--- src/rtl/dense_argmax_reader.sv ---
// Reads the dense layer's OUT_COUNT scores back from the outputs RAM, keeps a running signed
// arg-max and presents the winning class on a valid/ack handshake. Option: ARGMAX_SCORE_OUT_EN.
module dense_argmax_reader #(
  parameter int OUT_COUNT = 10,
  parameter int DATA_SIZE = 16,
  localparam int AW = $clog2(OUT_COUNT)
) (
  input  logic                 clk,
  input  logic                 rst,
  input  logic                 start,
  output logic                 busy,
  output logic                 ram_rd,
  output logic [AW-1:0]        ram_adr,
  input  logic [DATA_SIZE-1:0] ram_dataOut,
  input  logic                 classAck,
  output logic                 classValid,
  output logic [AW-1:0]        classOut
`ifdef ARGMAX_SCORE_OUT_EN
  , output logic [DATA_SIZE-1:0] maxScore
`endif
);

  typedef enum logic [1:0] {IDLE, READ, FLUSH, DONE} state_t;

  localparam logic [AW-1:0] LAST = AW'(OUT_COUNT - 1);

  state_t                        state_q, state_d;
  logic [AW-1:0]                 cnt_q, cnt_d;
  logic signed [DATA_SIZE-1:0]   best_q, best_d;
  logic [AW-1:0]                 bidx_q, bidx_d;
  logic [AW-1:0]                 cls_q, cls_d;
  logic [AW-1:0]                 idx;
  logic                          take;
`ifdef ARGMAX_SCORE_OUT_EN
  logic [DATA_SIZE-1:0]          max_q, max_d;
`endif

  always_ff @(posedge clk) begin
    if (!rst) begin
      state_q <= IDLE;
      cnt_q   <= '0;
      best_q  <= '0;
      bidx_q  <= '0;
      cls_q   <= '0;
`ifdef ARGMAX_SCORE_OUT_EN
      max_q   <= '0;
`endif
    end else begin
      state_q <= state_d;
      cnt_q   <= cnt_d;
      best_q  <= best_d;
      bidx_q  <= bidx_d;
      cls_q   <= cls_d;
`ifdef ARGMAX_SCORE_OUT_EN
      max_q   <= max_d;
`endif
    end
  end

  // Read data lags the address by one cycle, so the score arriving now belongs to cnt-1
  // (or to the last entry while flushing). Index 0 always seeds the running best.
  always_comb begin
    idx  = (state_q == FLUSH) ? LAST : cnt_q - AW'(1);
    take = (idx == '0) || ($signed(ram_dataOut) > best_q);
  end

  always_comb begin
    state_d = state_q;
    cnt_d   = cnt_q;
    best_d  = best_q;
    bidx_d  = bidx_q;
    cls_d   = cls_q;
`ifdef ARGMAX_SCORE_OUT_EN
    max_d   = max_q;
`endif
    case (state_q)
      IDLE: begin
        cnt_d = '0;
        if (start) state_d = READ;
      end
      READ: begin
        cnt_d = cnt_q + AW'(1);
        if (cnt_q != '0 && take) begin
          best_d = $signed(ram_dataOut);
          bidx_d = idx;
        end
        if (cnt_q == LAST) begin
          state_d = FLUSH;
          cnt_d   = '0;
        end
      end
      FLUSH: begin
        if (take) begin
          best_d = $signed(ram_dataOut);
          bidx_d = idx;
        end
        cls_d = take ? idx : bidx_q;
`ifdef ARGMAX_SCORE_OUT_EN
        max_d = take ? ram_dataOut : best_q;
`endif
        state_d = DONE;
      end
      DONE: begin
        if (classAck) state_d = IDLE;
      end
      default: state_d = IDLE;
    endcase
  end

  assign busy       = (state_q != IDLE);
  assign ram_rd     = (state_q == READ);
  assign ram_adr    = cnt_q;
  assign classValid = (state_q == DONE);
  assign classOut   = cls_q;
`ifdef ARGMAX_SCORE_OUT_EN
  assign maxScore   = max_q;
`endif

endmodule
--- config.mk ---
export PLATFORM = sky130hd
export DESIGN_NAME = dense_argmax_reader
export DESIGN_NICKNAME = d
export VERILOG_FILES = /design/src/rtl/dense_argmax_reader.sv
export SDC_FILE = /design/constraint.sdc
export NUM_CORES = 1
export LEC_CHECK = 0
export BUFFER_PORTS_ARGS = -buffer_cell sky130_fd_sc_hd__buf_2
export CORE_MARGIN = 8
export CORE_UTILIZATION = 50
export DETAILED_ROUTE_END_ITERATION = 16
export PLACE_DENSITY = 0.72
export SETUP_SLACK_MARGIN = 0.05
export SLEW_MARGIN = 10
export SYNTH_ARGS = -nofsm -noshare
export SYNTH_HDL_FRONTEND = slang
export SYNTH_SLANG_ARGS = --single-unit
--- constraint.sdc ---
create_clock -name clk -period 2.7 [get_ports clk]
set_input_delay 0.135 -clock clk [delete_from_list [all_inputs] [get_ports clk]]
set_output_delay 0.135 -clock clk [all_outputs]
set_load 0.05 [all_outputs]
==> results.toml <==
[global_routing]
gr-total-overflow = 0
grt_pass1_wl_um = 6420
antenna_found_initial = 0
grt.total_usage_pct = 12.4
grt_pass1_vias = 1530
grt_max_degree = 28

[clocking]
cts_setup_buffers = 0
ctsHoldBuffers = 0
root_buffer = "clkbuf_8"
cts_tree = "built"
clockBufferDepth = 2
clkSinkCount = 30
insertion_delay_ns = 0.28
clk_pin_slew_ns = 0.06
htreeDepth = 2
cts_resized = 0
cts_buffers = 5

[floorplanning]
io_pins = 31
die_h_um = 78.4
row_count = 22
dieArea_sq_um = 6150
fp.dieW_um = 78.4
initial_core_util_pct = 52.4
core_sq_um = 3720

[setup_path]
endpoint_kind = "register"
cp_top_family = "compound AO/OA/AOI/OAI gates"
crit_buf_inv = 1
r2r_slack_ns = 0.37
crit_required_ns = 2.86
crit_path_start_kind = "register"
cpPeakStageDelay_ns = 0.36
critPathSlowestCell = "o311a_1"
critical_path_class = "register to register"
path_cells = "inv_1 > ha_1 > nand4_1 > nor3_1 > a21o_2 > a21o_1 > a21boi_0 > o311a_1"
arrival_ns = 2.49
worst-path-max-fanout = 10

[finish]
area_delta_synth_final_pct = 12.8
n_antenna_cell = 0
stdcell_area_sq_um = 2200
final.fill_count = 353
nets = 308
multi_input_area_sq_um = 1180
drive_gt1_share_pct = 18.2
register_area_sq_um = 601
final_common_cell = "nand2_1"
layout.cells.most_common_list = "nand2_1 (45), dfxtp_1 (30), buf_2 (30)"

[detailed_routing]
vias = 1620
drc = 0
drtPass1Iterations = 4
drtIter0Drc = 43
ant_nets = 0
vias_per_cell = 5.19
routedWlPerCell_um = 12.1
wl_um = 3780

[job]
drv_cap = 0

[logic_synthesis]
synth_flop_cell = "dfxtp_1"
yosysWarnings = 0
synth_nets = 278
syn_area_per_cell_sq_um = 8.33
synth_edf_count = 0
syn_inst = 234
yosys_register_bits = 30
yosysSeqAreaShare_pct = 30.8
ys_types = 43
async_reset_ff_share_pct = 0
syn_area_sq_um = 1950

[pwr]
leakagePower_nw = 0.980
finalPower_w = 0.00234
power_density_nw_per_um2 = 1060
peakVddDrop_v = 0.000805

[timing]
setup_tns_ns = 0
hold_viol_final = 0
setup_violations = 0
final.period_utilization_pct = 86.2
maxSlewHeadroom_pct = 69.3
fmax_mhz = 430
fin_hold_ws_ns = 0.116
final.min_clock_period_ns = 2.33
fin_ws_ns = 0.373
worstMarginPinSlew_ns = 0.460
finClkSkew_ns = 0.00439
rsz0062_at_grt = "false"
finalMaxSlewViolations = 0

[placement]
portBuffers = 30
post-dp-hpwl_um = 2910
place_ws_ns = 0.378
dpl_cell_area_sq_um = 2120
gp_congestion = 0.781

[run_status]
status = "finished clean"

[hold_path]
hp-class = "input port to register"
==> logic make-up after synthesis <==
logic type	Yosys count	share of synthesized area, %
buf+inv	38	8.61
flops	30	30.8
fa+ha+maj	24	15.4
simple gates	77	18.6
xor+xnor	2	0.899
compound gates	45	16.4
mux	18	9.25
==> power by group <==
part           switching (W)  internal [W]
logic               0.000799      0.000513
registers          0.0000877      0.000603
clock network       0.000163      0.000172
total                0.00105       0.00129
==> worst paths after layout <==
kind / end / from / cells after the start
max reg2reg: bidx_q[0] / best_q[7] / 8
min reg2reg: best_q[13] / best_q[13] / 2
min: best_q[3] / ram_dataOut[3] / 3
max: bidx_q[0] / best_q[7] / 8
==> through the flow <==
stage / utilization, % / std cells
finish: 59.1 / 312
global route: 59.1 / 312
CTS: 59.1 / 312
detailed placement: 57.0 / 305
global placement: 57.0 / 305
floorplan: - / 234
==> Yosys cell counts, types with 2 or more instances <==
library cell | instances | area, sq um
a211oi_1 | 2 | 15.0
a21o_1 | 2 | 15.0
a21o_2 | 4 | 35.0
a21oi_1 | 10 | 50.1
a22oi_1 | 3 | 22.5
a311oi_1 | 2 | 17.5
a31oi_1 | 2 | 12.5
clkbuf_1 | 6 | 22.5
dfxtp_1 | 30 | 601
ha_1 | 24 | 300
inv_1 | 28 | 105
mux2i_1 | 18 | 180
nand2_1 | 45 | 169
nand3b_1 | 2 | 15.0
nor2_1 | 12 | 45.0
nor2b_1 | 3 | 18.8
nor3_1 | 4 | 20.0
nor3b_1 | 3 | 22.5
o21a_1 | 2 | 15.0
o21ai_0 | 7 | 35.0
o22ai_1 | 2 | 12.5
o311a_1 | 2 | 20.0
==> flip-flops by register name (all words and copies together) (netlist names) <==
signal    cells
best_q       16
bidx_q        4
classOut      4
ram_adr       4
state_q       2
==> area by class of cell <==
type,count,area share (%)
Multi-Input combinational cell,166,53.7
Sequential cell,30,27.3
Timing Repair Buffer,33,7.86
Inverter,28,4.78
Clock buffer,5,3.13
Tap cell,48,2.73
Clock inverter,2,0.456
==> metal layers <==
metal / up-vias / GRT usage, % / wire length, um
li1: 860 / - / -
met1: 727 / 14.8 / 1760
met2: 28 / 20.0 / 1770
met3: 5 / 4.67 / 201
met4: 0 / 4.63 / 46
met5: - / 0 / 0
==> tightest hold or removal path: stages <==
cell,delay (ns)
buf_2,0.11
nand2_1,0.05
mux2i_1,0.05
Note: power is estimated with default switching activity, not from simulation.
